**src/rtl/p2_pkg.sv**
```systemverilog
// Shared definitions for the P2 datapath: fetch FSM states, instruction
// field positions and fetch constants.
package p2_pkg;

  localparam int unsigned INSTR_W = 32;
  localparam int unsigned IMM_W   = 16;
  localparam int unsigned OPC_W   = 6;
  localparam int unsigned REG_W   = 5;
  localparam int unsigned PC_STEP = 4;

  localparam int unsigned OPC_HI = 31;
  localparam int unsigned OPC_LO = 26;
  localparam int unsigned RS_HI  = 25;
  localparam int unsigned RS_LO  = 21;
  localparam int unsigned RT_HI  = 20;
  localparam int unsigned RT_LO  = 16;
  localparam int unsigned RD_HI  = 15;
  localparam int unsigned RD_LO  = 11;
  localparam int unsigned IMM_HI = 15;
  localparam int unsigned IMM_LO = 0;

  typedef enum logic [1:0] {
    IDLE = 2'd0,
    REQ  = 2'd1,
    DROP = 2'd2,
    HOLD = 2'd3
  } fetch_state_t;

  // Force a fetch address onto a word boundary.
  function automatic logic [INSTR_W-1:0] align_pc(input logic [INSTR_W-1:0] addr);
    return addr & 32'hFFFF_FFFC;
  endfunction

endpackage

```
**src/rtl/ir_fields.sv**
```systemverilog
// Combinational split of an instruction word into its decode fields.
module ir_fields
  import p2_pkg::*;
(
  input  logic [31:0] ir,
  output logic [5:0]  opcode,
  output logic [4:0]  rs,
  output logic [4:0]  rt,
  output logic [4:0]  rd,
  output logic [15:0] imm16
);

  assign opcode = ir[OPC_HI:OPC_LO];
  assign rs     = ir[RS_HI:RS_LO];
  assign rt     = ir[RT_HI:RT_LO];
  assign rd     = ir[RD_HI:RD_LO];
  assign imm16  = ir[IMM_HI:IMM_LO];

endmodule

```
**src/rtl/instr_fetch.sv**
```systemverilog
// Instruction fetch / IR stage: PC, request-acknowledge fetch from imem,
// instruction register with valid/ready hand-off to decode, and redirects.
// Optional feature macro: FETCH_ALIGN_CHECK_EN (sticky misaligned-redirect flag).
module instr_fetch
  import p2_pkg::*;
#(
  parameter logic [31:0] RESET_PC = 32'h0000_0000
) (
  input  logic        clk,
  input  logic        rst_n,
  output logic        imem_req,
  output logic [31:0] imem_addr,
  input  logic        imem_ack,
  input  logic [31:0] imem_rdata,
  output logic        ir_valid,
  input  logic        ir_ready,
  input  logic        redirect_en,
  input  logic [31:0] redirect_pc,
  output logic [31:0] ir,
  output logic [5:0]  opcode,
  output logic [4:0]  rs,
  output logic [4:0]  rt,
  output logic [4:0]  rd,
  output logic [15:0] imm16,
  output logic [31:0] pc_out,
  output logic        align_err
);

  fetch_state_t state;
  logic [31:0]  pc;
  logic [31:0]  drop_addr;
  logic [31:0]  redirect_target;

  assign redirect_target = align_pc(redirect_pc);

  // Request is a pure function of state; DROP re-presents the abandoned address.
  assign imem_req  = (state == REQ) || (state == DROP);
  assign imem_addr = (state == DROP) ? drop_addr : pc;

  // Fetch FSM with PC, IR and hand-off registers.
  always_ff @(posedge clk or negedge rst_n) begin
    if (!rst_n) begin
      state     <= IDLE;
      pc        <= RESET_PC;
      drop_addr <= '0;
      ir        <= '0;
      pc_out    <= '0;
      ir_valid  <= 1'b0;
    end else begin
      case (state)
        IDLE: begin
          ir_valid <= 1'b0;
          state    <= REQ;
        end
        REQ: begin
          if (redirect_en) begin
            pc <= redirect_target;
            if (!imem_ack) begin
              drop_addr <= pc;
              state     <= DROP;
            end
          end else if (imem_ack) begin
            ir       <= imem_rdata;
            pc_out   <= pc;
            pc       <= pc + 32'(PC_STEP);
            ir_valid <= 1'b1;
            state    <= HOLD;
          end
        end
        HOLD: begin
          if (redirect_en) begin
            pc       <= redirect_target;
            ir_valid <= 1'b0;
            state    <= REQ;
          end else if (ir_ready) begin
            ir_valid <= 1'b0;
            state    <= REQ;
          end
        end
        DROP: begin
          if (redirect_en) begin
            pc <= redirect_target;
          end
          if (imem_ack) begin
            state <= REQ;
          end
        end
        default: begin
          ir_valid <= 1'b0;
          state    <= IDLE;
        end
      endcase
    end
  end

`ifdef FETCH_ALIGN_CHECK_EN
  // Sticky flag for any accepted redirect with nonzero low address bits.
  always_ff @(posedge clk or negedge rst_n) begin
    if (!rst_n) begin
      align_err <= 1'b0;
    end else if (redirect_en && (state != IDLE) && (redirect_pc[1:0] != 2'b00)) begin
      align_err <= 1'b1;
    end
  end
`else
  assign align_err = 1'b0;
`endif

  ir_fields u_ir_fields (
    .ir     (ir),
    .opcode (opcode),
    .rs     (rs),
    .rt     (rt),
    .rd     (rd),
    .imm16  (imm16)
  );

endmodule

```
**config.mk**
```make
export PLATFORM = sky130hd
export DESIGN_NAME = instr_fetch
export DESIGN_NICKNAME = d
export VERILOG_FILES = /design/src/rtl/p2_pkg.sv /design/src/rtl/ir_fields.sv /design/src/rtl/instr_fetch.sv
export SDC_FILE = /design/constraint.sdc
export NUM_CORES = 1
export LEC_CHECK = 0
export ABC_CLOCK_PERIOD_IN_PS = 5700
export CORE_ASPECT_RATIO = 1.4
export CORE_MARGIN = 4
export CORE_UTILIZATION = 50
export DETAILED_ROUTE_END_ITERATION = 12
export GPL_TIMING_DRIVEN = 0
export PLACE_DENSITY = 0.86
export SKIP_CTS_REPAIR_TIMING = 1
export SYNTH_ARGS = -nofsm -noshare
export SYNTH_HDL_FRONTEND = slang
export SYNTH_HIERARCHICAL = 1
export SYNTH_SLANG_ARGS = --single-unit
```
**constraint.sdc**
```tcl
create_clock -name clk -period 5.7 [get_ports clk]
set_input_delay 1.14 -clock clk [delete_from_list [all_inputs] [get_ports clk]]
set_output_delay 1.14 -clock clk [all_outputs]
set_load 0.05 [all_outputs]
```
### Yosys cells after proc, flatten, opt, wreduce, memory -nomap -nowiden

Index checks and enable logic that the tools add are counted.

| operators by class | value |
|---|---|
| add/sub/neg operators | 1 |
| $mul | 0 |
| divide/modulo/power cells | 0 |
| $lt $le $gt $ge | 0 |
| equality and inequality tests | 10 |
| shift operators | 0 |
| mux-type cells | 17 |
| bitwise gates (word level) | 2 |
| reductions and logical operators | 10 |

Operator list:

| operator | count |
|---|---|
| 32-bit 2-to-1 mux | 4 |
| 32-bit one-hot mux with 2 select lines | 1 |
| 32-bit by 3-bit adder with 32-bit output, second input constant | 1 |
| 2-bit 2-to-1 mux | 6 |
| 3-bit != test, second input constant | 3 |
| 3-bit AND reduction | 3 |
| 2-bit one-hot mux with 4 select lines | 1 |
| 4-bit AND reduction | 2 |
| 2-bit != test, second input constant | 3 |
| 2-bit == test, second input constant | 2 |
| 1-bit 2-to-1 mux | 4 |
| 1-bit one-hot mux with 3 select lines | 1 |
| 3-bit nonzero test | 1 |
| 2-bit by 1-bit == test with 1-bit output, second input constant | 1 |
| 2-bit zero test | 1 |
| 2-bit by 1-bit != test with 1-bit output, second input constant | 1 |
| 1-bit NOT | 2 |
| 2-bit nonzero test | 1 |
| 2-bit OR reduction | 1 |
| 1-bit logical OR | 1 |

| storage, ports and cells | value |
|---|---|
| bits in registers | 131 |
| bits in latches | 0 |
| bits in writable memories | 0 |
| memory bits (read-only) | 0 |
| input bits | 69 |
| output and inout bits | 136 |
| word-level logic and storage cells | 46 |
| memories kept | 0 |

### Logic depth before layout (Yosys ltp)

| logic depth | value |
|---|---|
| word-level depth | 4 |
| gate-level depth with buffers | 9 |
| mapped depth without buffers | 7 |

### Modules after synthesis

Netlist, hierarchy kept.

Modules (own cells, without submodules):

| module | instances | cells an instance | area each (µm²) | sequential area each (µm²) |
|---|---|---|---|---|
| instr_fetch | 1 | 507 | 5994.5 | 3128.0 |
| ir_fields | 1 | 37 | 277.8 | 0.0 |

### Least setup slack after synthesis

Ideal clock, no wire load.

| timing path | value |
|---|---|
| path kind | register -> output |
| from | reg state[0] |
| to | out imem_addr[5] |
| data arrival time | 2234 ps |
| data required time | 4560 ps |
| setup slack | 2326 ps |
| stages on the path, launching flop included | 6 |
| buffers on the path | 2 |
| path through | dfrtp_1 -> inv_1 -> ha_1 -> clkbuf_1 -> buf_1 -> o21ai_0 |

| between the ends | value |
|---|---|
| cells in the longest elaborated chain, start to end | 2 |

Ends and longest elaborated chain:

| item | RTL line | source |
|---|---|---|
| start: declaration | instr_fetch.sv:29 | `fetch_state_t state;` |
| start signal: assignment | instr_fetch.sv:43 | `state <= IDLE;` |
| start signal: assignment | instr_fetch.sv:53 | `state <= REQ;` |
| start signal: assignment | instr_fetch.sv:60 | `state <= DROP;` |
| 2-bit == test | instr_fetch.sv:38 | `assign imem_addr = (state == DROP) ? drop_addr : pc;` |
| 32-bit 2-to-1 mux | instr_fetch.sv:38 |  |
| end: declaration | instr_fetch.sv:12 | `output logic [31:0] imem_addr,` |

Every way passes these cells.

### Final worst setup path

| timing path | value |
|---|---|
| from | reg state[1] |
| to | out imem_addr[7] |

Same word-level chain as after synthesis.

==> summary.txt <==
ANT cells -> 0
R2R depth -> 8
CTS Buf Count -> 17
Vias in the first global route -> 5476
Clock root buffer -> clkbuf_16
Hold_sp -> pc_out[5]
Die Y -> 141 microns
Clk slew on worst S/H paths -> 0.05 ns
Top FF cell, synth -> dfrtp_1
Worst Setup SP -> state[1]
Clock sinks -> 125
Final core occ -> 73.9%
Reg area -> 3130 sq um
Post-synth top area share -> 49.9%
Avg Cell Area, Syn -> 11.5 sq um
Synth async-reset ratio -> 100%
Fin crit period -> 4.41 ns
Hold Crit Endpoint -> pc_out[5]
Netlist Area Pre-Place -> 6270 sq um
R2r setup slk -> 3.22 ns
Routed len/inst -> 19.2 microns
CTS tree -> built
Nets@finish -> 839
Worst-Margin Slew -> 0.687 ns
Met3 Use GR -> 5.23%
Number of flops mapped to enable cells by yosys -> 0
Placed cell area -> 8480 sq um
First-pass GRT wire length -> 27.8 mm
Overall die width -> 103 microns
Post-Syn Instances -> 544
Top Usage Layer GRT -> met2
Post-Place Worst Slack -> 1.74 ns
Status -> finished, final reports clean
Period utilization -> 77.4%
H-tree Lvls -> 4
Fmax -> 227 MHz
CP endpoint kind -> primary output
Initial antenna violation count -> 0
Starting Density -> 50.9%
Synth top area cells -> dfrtp_1 50%, mux2_2 21%, buf_4 5.1%
Critical Path AT -> 3.27 ns
Max Clock Skew -> 0.00564 ns
Grt met1 use -> 28.2%
Sequential area share after synthesis -> 49.9%
Most frequent cells in the layout -> 196 x clkdlybuf4s50_1, 125 x dfrtp_1, 119 x mux2_2
RR Endpoint -> pc[26]
Final Slew Violations -> 0
Fillers -> 818
Final setup vio count -> 0
Kind of critical path -> reg2out
Clk_lat worst skew -> 0.42 ns
Largest net degree at the start of global routing -> 64
Hold WS -> 0.490 ns
Initial drt markers -> 375
Std-Cell Core Area -> 12300 sq um
Congestion Overflow GR -> 0
Hold-critical path depth -> 2
Met2 usage -> 43.6%
Cell row count -> 48
Routed Antenna Nets -> 0
Final Instance Area -> 9100 sq um
DR vias -> 5288
GP Congestion -> 0.903
Reg2reg start -> state[0]
FF+latch count, synth -> 125
Layout area overhead -> 45.1%
Fin worst setup slack -> 1.29 ns
Most common library cell in the layout ignoring fill and taps -> clkdlybuf4s50_1
Startpoint Class -> flop
Die Footprint -> 14400 sq um
Drt total wl -> 17.8 mm
Max Cap Viol -> 0
Worst-path maximum fanout -> 10
Multi-input logic area -> 2660 sq um
Drt first pass iters -> 5
Min-delay worst type -> reg2reg
Number of I/O pins -> 205
Distinct cells, synth -> 46
DRC errors left -> 0
Routed vias/inst -> 5.70
GRT Total Usage -> 24.8%
IO Port Bufs -> 197
Layout cells sized above 1 -> 28.8%
Yosys warns -> 6
Slew margin rel. -> 54.2%
RSZ-0062 raised after global routing -> false
Final hold violation count -> 0
DP HPWL -> 13.0 mm
Yosys top cell by area -> dfrtp_1
Clk buf depth -> 2
Req. time, crit path -> 4.56 ns
## flip-flops by register name, indices dropped and copies added (netlist names)
register / cells
state: 2
pc_out: 30
pc: 30
ir_valid: 1
drop_addr: 30
ir: 32
## stage by stage
| stage | setup TNS [ns] | std cells |
|---|---|---|
| after floorplan | 0 | 548 |
| after global placement | -164.48 | 895 |
| after detailed placement | 0 | 896 |
| after CTS | 0 | 928 |
| after global routing | 0 | 928 |
| final | 0 | 928 |
## cell usage after synthesis, drive strengths merged, types with 2 or more instances
library cell and n:
a31o 2, nand2 20, o21ai 26, and2 5
mux2 119, clkbuf 10, o22a 9, a41oi 3
nor2 21, nor4 2, nand4 11, buf 69
nor3b 2, nand3 18, a21oi 39, and4 2
or3 3, dfrtp 125, inv 5, a31oi 5
and3 6, a21o 3, nor3 9, ha 5
nand2b 3, a2bb2oi 5, o22ai 6
## worst max-delay path, cell delays in order, from the launching register on
cell and delay, ns:
dfrtp_1 0.53, ha_1 0.22, clkbuf_1 0.39, buf_1 0.56
mux2_2 0.42, clkdlybuf4s50_1 0.74
## metal layers
| metal | vias to the layer above | part of all wire (%) |
|---|---|---|
| met5 | - | 0 |
| met4 | 0 | 2.8 |
| met3 | 48 | 7.6 |
| met2 | 258 | 54 |
| met1 | 2612 | 36 |
| li1 | 2370 | - |
## cell families (layout without fill, tap and decap cells)
group	Yosys count	count (layout)	synth area share, %
adders and majority gates	5	5	0.997
buffers and inverters	84	314	8.00
muxes	120	120	21.5
AOI/OAI and AO/OA	105	105	10.3
DFF	125	125	49.9
and+or+nand+nor	104	104	9.26
other	1	5	0.0598
## cell type report
cell class / instances / share of cell area (%)
Buffer: 79 / 5.31
Clock buffer: 21 / 5.06
Clock inverter: 11 / 1.81
Inverter: 5 / 0.206
Multi-Input combinational cell: 339 / 29.2
Sequential cell: 125 / 34.4
Tap cell: 150 / 2.06
Timing Repair Buffer: 198 / 22.0
## worst max path at each step
stage | to | slack, ns | cells past startpoint
finish | imem_addr[7] | 1.29 | 5
global route | imem_addr[7] | 1.14 | 5
CTS | imem_addr[7] | 1.28 | 5
detailed placement | imem_addr[7] | 1.74 | 5
global placement | ir[30] | -1.33 | 1
floorplan | imem_addr[5] | 2.33 | 5
Power is left out: the tool's default activity adds up to more than one toggle a clock period on the data nets, which glitch-free logic cannot reach.
